<file path="config.mk">
export PLATFORM = sky130hd
export DESIGN_NAME = rotor
export DESIGN_NICKNAME = d
export VERILOG_FILES = /design/src/rtl/rotor.sv
export SDC_FILE = /design/constraint.sdc
export NUM_CORES = 1
export LEC_CHECK = 0
export ABC_AREA = 1
export BUFFER_PORTS_ARGS = -buffer_cell sky130_fd_sc_hd__buf_2
export CORE_AREA = 2 2 39 41
export DETAILED_ROUTE_END_ITERATION = 10
export DIE_AREA = 0 0 41 43
export PLACE_DENSITY_LB_ADDON = 0.08
export SYNTH_ARGS = -nofsm -noshare
export SYNTH_HDL_FRONTEND = slang
export SYNTH_SLANG_ARGS = --single-unit
</file>
<file path="constraint.sdc">
create_clock -name clk -period 1.66 [get_ports clk]
set_input_delay 0.249 -clock clk [delete_from_list [all_inputs] [get_ports clk]]
set_output_delay 0.249 -clock clk [all_outputs]
set_load 0.03 [all_outputs]
</file>
<file path="src/rtl/rotor.sv">
// Loadable one-position rotate register: each rising edge either resets, parallel-loads,
// rotates right or left by one bit, or holds. The output is the register itself.
module rotor #(
  parameter int unsigned WIDTH = 8
) (
  input  logic             clk,
  input  logic             rst,
  input  logic             load,
  input  logic             sigright,
  input  logic             sigleft,
  input  logic [WIDTH-1:0] in,
  output logic [WIDTH-1:0] out
);

  typedef enum logic [2:0] {
    OpHold,
    OpClear,
    OpLoad,
    OpRotR,
    OpRotL
  } op_e;

  op_e              op;
  logic [WIDTH-1:0] r_q;
  logic [WIDTH-1:0] r_d;
  logic [WIDTH-1:0] rot_right;
  logic [WIDTH-1:0] rot_left;

  // Priority decode; both rotate enables together is a defined no-op.
  always_comb begin
    op = OpHold;
    if (rst) begin
      op = OpClear;
    end else if (load) begin
      op = OpLoad;
    end else if (sigright && !sigleft) begin
      op = OpRotR;
    end else if (sigleft && !sigright) begin
      op = OpRotL;
    end
  end

  assign rot_right = {r_q[0], r_q[WIDTH-1:1]};
  assign rot_left  = {r_q[WIDTH-2:0], r_q[WIDTH-1]};

  always_comb begin
    r_d = r_q;
    unique case (op)
      OpClear: r_d = '0;
      OpLoad:  r_d = in;
      OpRotR:  r_d = rot_right;
      OpRotL:  r_d = rot_left;
      default: r_d = r_q;
    endcase
  end

  always_ff @(posedge clk) begin
    r_q <= r_d;
  end

  assign out = r_q;

endmodule

</file>
==> results.py <==
metrics = {
    "clock_tree": {
        "cts_made_buffers": 3,
        "cts_tree": "built",
        "clk_pin_slew_ps": 60,
        "clock-sinks": 8,
        "worst_skew_pair.late_latency_ps": 250,
        "root_buffer": "clkbuf_4",
        "postCtsSetupBuffers": 0,
        "hold_buffers": 0,
        "cts_resized": 0,
        "cts_buffer_depth": 2,
        "htreeDepth": 1,
    },
    "cells_and_area": {
        "largest_reg_flops": 8,
        "n_antenna_cell": 0,
        "layout_common_cells": "nand3_1 (23), buf_2 (20), nand2_1 (8), edfxtp_1 (8), inv_1 (4)",
        "layout_commonest_cell": "nand3_1",
        "area_growth_pct": 31.88,
        "post_route_cells_drive_above_1_share_pct": 40.54,
        "layout.nets": 89,
    },
    "global_routing": {
        "met2_usage_pct": 18.75,
        "grt_max_degree": 17,
        "grt-ovfl-total": 0,
        "met1_usage_pct": 18.67,
        "globalRouteMet3Util_pct": 6.283,
        "grt.busiest_layer": "met2",
        "track_usage_pct": 14.21,
        "antenna_found_initial": 0,
        "grt_pass1_wl_um": 1628,
        "grt_pass1_vias": 396,
    },
    "routing": {
        "ant_nets": 0,
        "wire_per_inst_um": 11.58,
        "post-route-drc-count": 0,
        "vias": 434,
        "wirelength_um": 1042,
        "vias_per_cell": 4.822,
        "dr.pass1.iters": 4,
        "drtIter0Drc": 8,
    },
    "critical_path": {
        "cp-end-kind": "output port",
        "worst-path-buf-inv": 1,
        "critPathTopFamily": "flip-flops",
        "critPathKind": "reg -> out",
        "start_kind": "register",
        "cp_max_fo": 3,
        "reg2reg_depth": 2,
        "crit_required_ps": 1410,
        "slowest_stage": "edfxtp_1",
        "cp.arrival_ps": 890,
        "critPathMaxStageDelay_ps": 430,
        "path_depth": 1,
        "worstPathCellList": "buf_2",
    },
    "timing": {
        "rsz0062_at_grt": "no",
        "worstMarginPinSlew_ps": 407.1,
        "max_freq_mhz": 879.5,
        "hold_viol_final": 0,
        "setup_slack_ps": 523.0,
        "tns_ps": 0,
        "finalCriticalPeriod_ps": 1137,
        "finalSetupViolCount": 0,
        "slew_violations": 0,
        "fin_skew_ps": 4.151,
        "worst_slew_margin_rel_pct": 72.78,
        "timing.final.crit_share_pct": 68.50,
    },
    "die": {
        "ioPinCount": 21,
        "die_h_um": 43,
        "dieArea_mm2": 0.001763,
        "fp.dieW_um": 41,
        "start_util_pct": 33.18,
        "rows": 14,
        "coreArea_mm2": 0.001384,
    },
    "power": {
        "pwr_density_cell_mw_per_mm2": 847.7,
        "ir_drop_v": 0.0004475,
        "leakagePower_uw": 0.0002908,
    },
    "yosys": {
        "ys_ff_latch": 8,
        "synth_cell_types": 9,
        "syn_avg_cell_area_um2": 9.184,
        "synth_area_um2": 459.2,
        "ys.warnings.count": 0,
        "syn_inst": 50,
        "synth_nets": 63,
        "yosysSeqAreaShare_pct": 52.32,
    },
    "placed_design": {
        "pre_cts_slack_ps": 266.0,
        "routabilityCongestion": 0.7024,
        "dp_hpwl_um": 786.3,
        "portBuffers": 20,
    },
    "flow_run": {
        "max_cap_violations": 0,
    },
    "run_status": {
        "outcome": "completed",
    },
    "hold_path": {
        "hold_class": "in -> reg",
        "min_path_cells": 3,
    },
}
synth_stat cells:
| cell type | number | share of area (%) |
|---|---|---|
| buf_6 | 1 | 2.5 |
| edfxtp_1 | 8 | 52 |
| inv_1 | 4 | 3.3 |
| nand2_1 | 8 | 6.5 |
| nand3_1 | 23 | 25 |
| nand3_2 | 1 | 2.2 |
| nand3b_1 | 1 | 1.6 |
| nor2_2 | 3 | 4.1 |
| nor2_4 | 1 | 2.5 |
final cells by class:
cell class / count / area, um^2
well taps: 16 / 20.02
multi-input cells: 37 / 192.7
clock buffers: 3 / 22.52
fillers: 160 / 778.2
flip-flops and latches: 8 / 240.2
inverters: 4 / 15.01
repair buffers: 22 / 115.1
cell families (layout without fill, tap and decap cells):
logic type,Yosys count,in the layout,share of synthesized area (%)
buffers and inverters,5,29,5.721
DFF,8,8,52.32
and+or+nand+nor,37,37,41.96
worst register-to-register path, cell delays in order (launching register included):
cell      delay [ps]
edfxtp_1         430
nand3_1          110
nand3_1           70
report_power, final:
part / switching [uW] / total (uW) / internal [uW]
registers: 13.9 / 257 / 243
clock network: 65.8 / 149 / 82.7
logic: 72.6 / 108 / 35.1
total: 152 / 513 / 361
layer usage:
layer	wire length [um]	part of all wire [%]
met3	54	5.2
met2	479	46
met4	0	0
met1	508	49
met5	0	0
stage by stage:
stage / instance area, um^2 / hold WS, ps / total power, uW / utilization (%) / std cells
3_3_place_gp: 583.1 / 537.8 / 369.6 / 42.13 / 87
6_report: 605.6 / 284.3 / 513.4 / 43.76 / 90
3_5_place_dp: 583.1 / 541.6 / 370.4 / 42.13 / 87
5_1_grt: 605.6 / 279.0 / 545.3 / 43.76 / 90
2_1_floorplan: 459.2 / 451.7 / 326.5 / - / 50
4_1_cts: 605.6 / 277.4 / 518.9 / 43.76 / 90
path summary, 6_finish.rpt:
kind	slack, ps	end	startpoint
max	520	out[2]	out[2]
min	280	out[5]	in[5]
max reg2reg	800	out[3]	out[2]
min reg2reg	620	out[3]	out[4]
Power figures use the tool's default switching activity.
